[src/rtl/mskunmask_ser_pkg.sv]
// rtl/mskunmask_ser_pkg.sv - shared state encodings and counter width for the serial unmasker
package mskunmask_ser_pkg;

    // Binary state encoding, shared by every file of the unmasker.
    localparam logic [1:0] ST_IDLE = 2'd0;
    localparam logic [1:0] ST_ACC  = 2'd1;
    localparam logic [1:0] ST_OUT  = 2'd2;

    // Share counter width: indexes shares 0..n-1 without wrapping.
    function automatic int cnt_width(input int n);
        return (n < 2) ? 1 : $clog2(n);
    endfunction

endpackage

[src/rtl/mskunmask_ser_shbank.sv]
// rtl/mskunmask_ser_shbank.sv - share storage with bulk load and per-slot clear
module mskunmask_ser_shbank
    import mskunmask_ser_pkg::*;
#(
    parameter int d = 2,
    parameter int w = 1
) (
    input  logic                    clk,
    input  logic                    rst,
    input  logic                    load,
    input  logic [d*w-1:0]          in_sh,
    input  logic                    clr_en,
    input  logic [cnt_width(d)-1:0] idx,
    output logic [w-1:0]            rd_data
);

    logic [w-1:0] slot [d];

    // Load all shares at once (slot 0 is consumed on load so it stays clear);
    // otherwise wipe the slot that is being read this cycle.
    always_ff @(posedge clk) begin
        if (rst) begin
            for (int i = 0; i < d; i++) begin
                slot[i] <= '0;
            end
        end else if (load) begin
            for (int i = 0; i < d; i++) begin
                slot[i] <= (i == 0) ? '0 : in_sh[i*w +: w];
            end
        end else if (clr_en) begin
            slot[idx] <= '0;
        end
    end

    // Exactly one share leaves the bank per cycle; no share-to-share mixing here.
    assign rd_data = slot[idx];

endmodule

[src/rtl/mskunmask_ser.sv]
// rtl/mskunmask_ser.sv - serial unmasker: XORs d shares one per cycle into an unmasked value
module mskunmask_ser
    import mskunmask_ser_pkg::*;
#(
    parameter int d = 2,
    parameter int w = 1
) (
    input  logic                                    clk,
    input  logic                                    rst,
    input  logic                                    in_valid,
    output logic                                    in_ready,
    (* fv_type = "sharing" *)  input  logic [d*w-1:0] in_sh,
    output logic                                    out_valid,
    input  logic                                    out_ready,
    (* fv_type = "unmasked" *) output logic [w-1:0]   out_data,
    output logic                                    busy
);

    localparam int CW = cnt_width(d);

    generate
        if (d < 2 || d > 16) begin : g_bad_d
            $error("mskunmask_ser: parameter d must lie in 2..16");
        end
    endgenerate

    logic [1:0]    state;
    logic [CW-1:0] cnt;
    logic [w-1:0]  acc;
    logic [w-1:0]  bank_rd;
    logic          accept;
    logic          last;

    assign accept = (state == ST_IDLE) && in_valid;
    assign last   = (cnt == CW'(d - 1));

    (* keep = "true", dont_touch = "true" *)
    mskunmask_ser_shbank #(
        .d (d),
        .w (w)
    ) u_bank (
        .clk     (clk),
        .rst     (rst),
        .load    (accept),
        .in_sh   (in_sh),
        .clr_en  (state == ST_ACC),
        .idx     (cnt),
        .rd_data (bank_rd)
    );

    // Control FSM and accumulator: share 0 seeds acc directly, then one bank share per cycle.
    always_ff @(posedge clk) begin
        if (rst) begin
            state <= ST_IDLE;
            cnt   <= '0;
            acc   <= '0;
        end else begin
            case (state)
                ST_IDLE: begin
                    if (in_valid) begin
                        acc   <= in_sh[w-1:0];
                        cnt   <= CW'(1);
                        state <= ST_ACC;
                    end
                end
                ST_ACC: begin
                    acc <= acc ^ bank_rd;
                    if (last) begin
                        state <= ST_OUT;
                    end else begin
                        cnt <= cnt + CW'(1);
                    end
                end
                ST_OUT: begin
                    if (out_ready) begin
                        acc   <= '0;
                        cnt   <= '0;
                        state <= ST_IDLE;
                    end
                end
                default: begin
                    acc   <= '0;
                    cnt   <= '0;
                    state <= ST_IDLE;
                end
            endcase
        end
    end

    // Handshakes decode registered state only; acc is masked so partial sums never leak.
    assign in_ready  = (state == ST_IDLE);
    assign busy      = (state != ST_IDLE);
    assign out_valid = (state == ST_OUT);
    assign out_data  = out_valid ? acc : '0;

endmodule

[config.mk]
export PLATFORM = sky130hd
export DESIGN_NAME = mskunmask_ser
export DESIGN_NICKNAME = d
export VERILOG_FILES = /design/src/rtl/mskunmask_ser_pkg.sv /design/src/rtl/mskunmask_ser_shbank.sv /design/src/rtl/mskunmask_ser.sv
export SDC_FILE = /design/constraint.sdc
export NUM_CORES = 1
export LEC_CHECK = 0
export ABC_AREA = 1
export BUFFER_PORTS_ARGS = -buffer_cell sky130_fd_sc_hd__buf_4
export CAP_MARGIN = 5
export CORE_AREA = 2 2 39 41
export DETAILED_ROUTE_END_ITERATION = 10
export DIE_AREA = 0 0 41 43
export PLACE_DENSITY = 0.51
export SYNTH_ARGS = -nofsm -noshare
export SYNTH_HDL_FRONTEND = slang
export SYNTH_SLANG_ARGS = --single-unit
[constraint.sdc]
create_clock -name clk -period 1.18 [get_ports clk]
set_input_delay 0.236 -clock clk [delete_from_list [all_inputs] [get_ports clk]]
set_output_delay 0.236 -clock clk [all_outputs]
set_load 0.05 [all_outputs]
==> results by group, run 1 <==
Die
  • Die width: 41 um
  • Initial Utilization: 22.3%
  • Row count: 14
  • Top Ports: 10
  • Die Height: around 43 um
  • Die area: about 1800 um^2
  • Core Region: 1380 um^2

Yosys
  • Cells after Synth: 43
  • EDFF count, synth: 0
  • YS warnings: 0
  • Top cells by area, synth: dfxtp_1 39%, nand2_1 13%, inv_1 7.3%
  • FF+latch count, synth: 6
  • Mapped cell area: around 310 um^2
  • Sequential fraction of the synthesis area: approximately two fifths
  • Post-synth top cells: 11 x nand2_1, 6 x dfxtp_1, 6 x inv_1
  • Synth unique cells: 15
  • Top cell type by total area after synthesis: dfxtp_1
  • Syn Area/Cell: 7.19 um^2
  • Post-synth ARST share: 0%
  • Syn Nets: 49
  • Primary FF master, synth: dfxtp_1
  • Synth top area share: 38.9%
  • Most frequent cell after synthesis: nand2_1

Final layout
  • Fillers: 152
  • Layout Nets: 65
  • ANT cells: 0
  • Finished Cell Area: ~480 um^2
  • Layout cells sized above 1: 50.9%
  • Area grow syn2layout: 54.7%

Worst hold path
  • Hold Crit Class: in2reg

STA
  • Peak Freq: 0.822 GHz
  • Clock skew: 1.55 ps
  • Minimum clock period after layout: 1220 ps
  • Max_slew headroom: 90.1%
  • Setup violations, final: 2
  • Slew Limit Fails: 0
  • Final worst-path cycle share: 103%
  • Final Hold Fails: 0
  • RSZ-0062 raised after global routing: yes
  • Final worst slack: -36.4 ps
  • WHS: between 150 and 200 ps
  • Slew @ Worst Pin: 149 ps

Drt
  • DR WL/cell: approximately 8.6 um
  • Vias per std cell: just over 4
  • Initial DRT Pass Iterations: 4
  • First DRT Iteration DRCs: 3
  • Detail Route Antenna Nets: 0
  • Vias: 299
  • # DRC: 0
  • Routed WL: 626 um

Critical path
  • Cell Chain, Critical Path: nor3_4 > buf_6
  • Flop2flop setup slack: 130 ps
  • Critical Path RT: about 940 ps
  • Slowest CP cell: dfxtp_4
  • CP arrival: 980 ps
  • CP Capture Type: output pin
  • Path type of the worst setup path: reg2out
  • Startpoint Class: flip-flop
  • CP max FO: 4
  • Max incr delay on CP: 360 ps

GRT
  • Global-route wire length before repair: 966 um
  • Pin count of the biggest net entering global routing: 6
  • GR Overflow Total: 0
  • Initial antenna violation count: 0
  • Vias in the first global route: between 200 and 300
  • Total Routing Usage GR: 9.38%

Pwr
  • Int Pwr: between 400 and 500 uW
  • Logic pwr share: 28.9%
  • Switch share: 32.1%
  • Peak supply drop: between 0.0004 and 0.0005 V
  • NetSw: 195 uW
  • Flop pwr share: 39.8%
  • P_leak: 0.229 nW
  • PD cells: 1270 nW/um^2
  • Clock share of power: 31.3%

Status
  • Status: finished with violations
  • Failing checks: setup timing

Place
  • I/O Buffers: 9
  • Routability cong.: 0.825
  • Pre-CTS setup slack: 109 ps
  • Post-DP Area: 404 um^2
  • DP HPWL: 481 um

Clock network
  • CTS tree: built
  • Later-pin clock latency in the skew report: 240 ps
  • CTS buffer count: 3
  • Clk buf depth: 2
  • Clk slew on worst S/H paths: 40 ps
  • Clk Tree Root Cell: clkbuf_4
  • Clock sinks: 6
  • H-tree depth: 1
  • Hold buffers post-CTS: 0

Flow run
  • Maxcap violations: 0
-- path summary, 6_finish.rpt --
check | startpoint | end | depth (start not counted)
worst min register to register | cnt | flip-flop | 2
worst min-delay path | rst | state[0] | 2
worst max-delay path | state[0] | out_data | 2
worst max register to register | state[1] | u_bank.slot[1] | 5
-- kinds of logic (layout without fill, tap and decap cells) --
logic type	count (synthesis)	after routing	synth area share [%]
buffers and inverters	7	21	8.50
flip-flops	6	6	38.9
AND/OR/NAND/NOR	26	26	43.7
AO/OA/AOI/OAI	4	4	8.91
-- stage by stage --
stage	util, %	setup TNS, ps	power (mW)	std cells
global route	34.5	-189	0.644	73
finish	34.5	-43.8	0.606	73
floorplan	-	-255	0.348	43
global placement	29.2	0	0.393	68
detailed placement	29.2	0	0.392	68
CTS	34.3	-79.5	0.615	73
-- routing by layer --
metal | global-route usage, % | wire length (um) | vias up
met2 | 11.3 | 236 | 12
li1 | - | - | 160
met5 | 0 | 0 | -
met4 | 16.0 | 51 | 0
met1 | 9.77 | 302 | 122
met3 | 1.57 | 36 | 5
-- cell usage in the layout (no fill, tap or decap), types with 2 or more instances in the layout --
master,count
nor2_1,4
nand3_1,3
dfxtp_1,3
clkbuf_4,3
a21oi_2,2
dfxtp_4,2
a21oi_1,2
inv_1,4
nand2_1,11
buf_4,7
buf_6,3
inv_2,2
-- area by class of cell --
class | count | area (um^2) | share of cell area (%)
flip-flops and latches | 6 | 129 | 27.0
clock buffers | 3 | 22.5 | 4.71
inverters | 7 | 28.8 | 6.02
multi-input cells | 30 | 176 | 36.9
repair buffers | 11 | 101 | 21.2
well taps | 16 | 20.0 | 4.19
-- worst max-delay path, delay by kind of cell (launching register included) --
family	cells	cell delay (ps)
buffers and inverters	1	180
flip-flops	1	360
AND/OR/NAND/NOR	1	190
-- power groups by stage --
stage | clock (mW) | combinational, mW | sequential (mW)
finish | 0.189 | 0.175 | 0.241
floorplan | 0 | 0.107 | 0.241
detailed placement | 0 | 0.148 | 0.244
CTS | 0.202 | 0.173 | 0.241
global route | 0.210 | 0.190 | 0.244
global placement | 0 | 0.149 | 0.244
-- timing repair --
action / CTS / global route
hold endpoints to repair: 0 / 0
gates resized for setup: 13 / 1
pin swaps: 1 / 1
cloned: 0 / 0
setup buffers: 2 / 0
setup endpoints to repair: 4 / 4
No activity file was read; power rests on OpenSTA's default activity.
==> inputs of run 2 (changes only) <==
ABC_AREA = not set   (was 1)
PLACE_DENSITY = 0.52   (was 0.51)
==> run 2 against run 1 <==
  * The flow still finishes with violations (setup timing)
  * Sequential power about the same
  * Hold slack improved by 28 ps
  * Die area did not move
  * Clock power about the same
  * Clock-buffer cell count unchanged
  * Sequential share of layout area shrank 2.5 points
  * Synthesized cell count is 21% lower
  * Largest cell class unchanged
  * Largest power group unchanged
==> results by group, run 2 <==
Pwr
  • Peak supply drop: 0.000505 V (+18%)
  • Total power: 601 uW (-0.68%)
  • PD cells: 1180 nW/um^2 (-7.0%)
  • P_leak: 0.232 nW (+1.1%)

Clock network
  • Clk buf depth: 2 (unchanged)
  • Clk slew on worst S/H paths: 50 ps (about the same)
  • CTS tree: built
  • Later-pin clock latency in the skew report: 240 ps (about the same)
  • Clock sinks: 6 (unchanged)
  • H-tree depth: 1 (unchanged)
  • CTS buffer count: 3 (unchanged)
  • Clk Tree Root Cell: clkbuf_4

STA
  • Max_slew headroom: 74.3% (-16 points)
  • Peak Freq: 0.793 GHz (-3.6%)
  • Slew @ Worst Pin: 376 ps (+227 ps)
  • Final Hold Fails: 0 (unchanged)
  • Slew Limit Fails: 0 (unchanged)
  • Final worst slack: -81.7 ps (-45.3 ps)
  • Setup violations, final: 3 (+1)
  • Clock skew: 0.198 ps (-1.36 ps)
  • Minimum clock period after layout: 1260 ps (+45.3 ps)
  • RSZ-0062 raised after global routing: yes
  • Final worst-path cycle share: 107% (+3.8 points)

Die
  • Row count: 14 (unchanged)
  • Initial Utilization: 23.7% (+1.4 points)
  • Die area: 1760 um^2 (unchanged)
  • Top Ports: 10 (unchanged)
  • Die width: 41 um (unchanged)
  • Die Height: 43 um (unchanged)
  • Core Region: 1380 um^2 (unchanged)

Status
  • Failing checks: setup timing
  • Status: finished with violations

Yosys
  • Most frequent cell after synthesis: dfxtp_1
  • EDFF count, synth: 0 (unchanged)
  • Mapped cell area: 328 um^2 (+6.1%)
  • YS warnings: 0 (unchanged)
  • Primary FF master, synth: dfxtp_1
  • Syn Area/Cell: 9.64 um^2 (+34%)
  • Post-synth top cells: 6 x dfxtp_1, 3 x inv_1, 3 x nor2_1
  • Synth top area share: 36.6% (-2.2 points)
  • Top cells by area, synth: dfxtp_1 37%, buf_12 6.1%, a221oi_2 4.6%
  • Sequential fraction of the synthesis area: 36.6% (-2.2 points)
  • Syn Nets: 40 (-18%)
  • Top cell type by total area after synthesis: dfxtp_1
  • Cells after Synth: 34 (-21%)
  • FF+latch count, synth: 6 (unchanged)
  • Post-synth ARST share: 0% (unchanged)
  • Synth unique cells: 24 (+9)

Place
  • DP HPWL: 510 um (+6.1%)
  • Routability cong.: 0.659 (-20%)
  • I/O Buffers: 9 (unchanged)
  • Pre-CTS setup slack: 33.3 ps (-75.6 ps)

Critical path
  • CP Capture Type: output pin
  • Launching point of the worst reg2reg path: state[1]
  • CP arrival: 1030 ps (+50 ps)
  • Cell Chain, Critical Path: buf_6 > nor2_4 > inv_2 > buf_8
  • Critical Path RT: 940 ps (about the same)
  • Max incr delay on CP: 330 ps (-30 ps)
  • CP max FO: 3 (-1)
  • Largest delay share family, worst path: flip-flops
  • Buffers and inverters on the worst path: 3 (+2)
  • Startpoint Class: flip-flop
  • Slowest CP cell: dfxtp_2
  • CP startpoint: state[1]
  • Path type of the worst setup path: reg2out

GRT
  • Pin count of the biggest net entering global routing: 7 (+1)
  • Vias in the first global route: 304 (+16%)
  • Initial antenna violation count: 0 (unchanged)
  • Global-route wire length before repair: 1.20 mm (+24%)
  • GR Overflow Total: 0 (unchanged)
  • Total Routing Usage GR: 10.4% (+1.1 points)

Worst hold path
  • Hold Crit Class: in2reg
  • Hold wc startpoint: rst

Final layout
  • Most common cell after layout, fill and taps aside: buf_4
  • Layout cells sized above 1: 54.9% (+4.0 points)
  • Most frequent cells in the layout: 10 x buf_4, 4 x dfxtp_1
  • Area grow syn2layout: 55.7%
  • ANT cells: 0 (unchanged)
  • Layout Nets: 59 (-9.2%)

Drt
  • First DRT Iteration DRCs: 4 (+1)
  • Detail Route Antenna Nets: 0 (unchanged)
  • Initial DRT Pass Iterations: 3 (-1)
  • Routed WL: 706 um (+13%)
  • DR WL/cell: 10.5 um (+23%)
  • # DRC: 0 (unchanged)
  • Vias per std cell: 4.64 (+13%)
  • Vias: 311 (+4.0%)

Flow run
  • Maxcap violations: 0 (unchanged)
==> run 2: cell types whose count changed after synthesis, moves of 2 or more <==
cell and change:
o21ai_0 +2, a21oi_1 -2, a21oi_2 -2, nand3_1 -2, nand2_1 -10, inv_1 -3, nor2_1 -2
==> run 2: cell families (layout without fill, tap and decap cells) <==
| kind of cell | after synthesis | in the layout | share of synthesized area, % |
|---|---|---|---|
| compound gates | 10 | 10 | 26.0 |
| simple gates | 12 | 12 | 21.4 |
| flops | 6 | 6 | 36.6 |
| buf+inv | 5 | 22 | 13.0 |
| mux | 1 | 1 | 3.05 |
==> run 2: per-layer routing <==
metal,share of wire (%),global-route usage (%),vias up
met5,0,0,-
met4,2.0,8.00,0
met3,3.4,3.14,2
met2,54,15.6,5
met1,41,11.5,148
li1,-,-,156
==> run 2: what timing repair did <==
action                                  in CTS  in global routing
resized for setup                           10                  4
buffers inserted                             3                  0
endpoints found under the setup margin       4                  6
pin swaps                                    2                  2
hold buffers                                 0                  0
gates cloned                                 0                  0
==> run 2: area by class of cell <==
cell class / instances / area (um^2)
tap: 16 / 20.0
multi-input combinational: 23 / 178
fill: 139 / 873
timing repair buffer: 16 / 154
inverter: 3 / 11.3
clock buffer: 3 / 22.5
sequential: 6 / 125
==> run 2: final timing paths <==
check	end	slack, ps	cells after the start
setup / recovery	busy	-80	4
hold / removal	state[1]	200	2
setup reg to reg	acc	30	5
hold reg to reg	u_bank.slot[1]	530	1
==> run 2: power by group <==
group / total, mW / switching, mW / internal [mW] / leakage [nW]
Clock: 0.190 / 0.0745 / 0.115 / 0.0138
Sequential: 0.241 / 0.0199 / 0.221 / 0.0508
Combinational: 0.171 / 0.0828 / 0.0880 / 0.167
Total: 0.601 / 0.177 / 0.424 / 0.232
==> run 2: per-stage QoR <==
step	instances	util [%]	instance area, um^2	setup TNS, ps	hold slack (ps)
final	67	36.9	510	-209	196
after global routing	67	36.9	510	-469	192
after CTS	67	35.9	497	-259	187
after detailed placement	61	30.8	427	0	452
after global placement	61	30.8	427	0	455
after floorplan	34	-	340	-255	302
==> run 2: worst reg2reg max path, delay by kind of cell (launching register included) <==
kind,cells,cell delay [ps]
simple gates,1,230
flops,1,330
compound gates,2,270
buf+inv,2,230
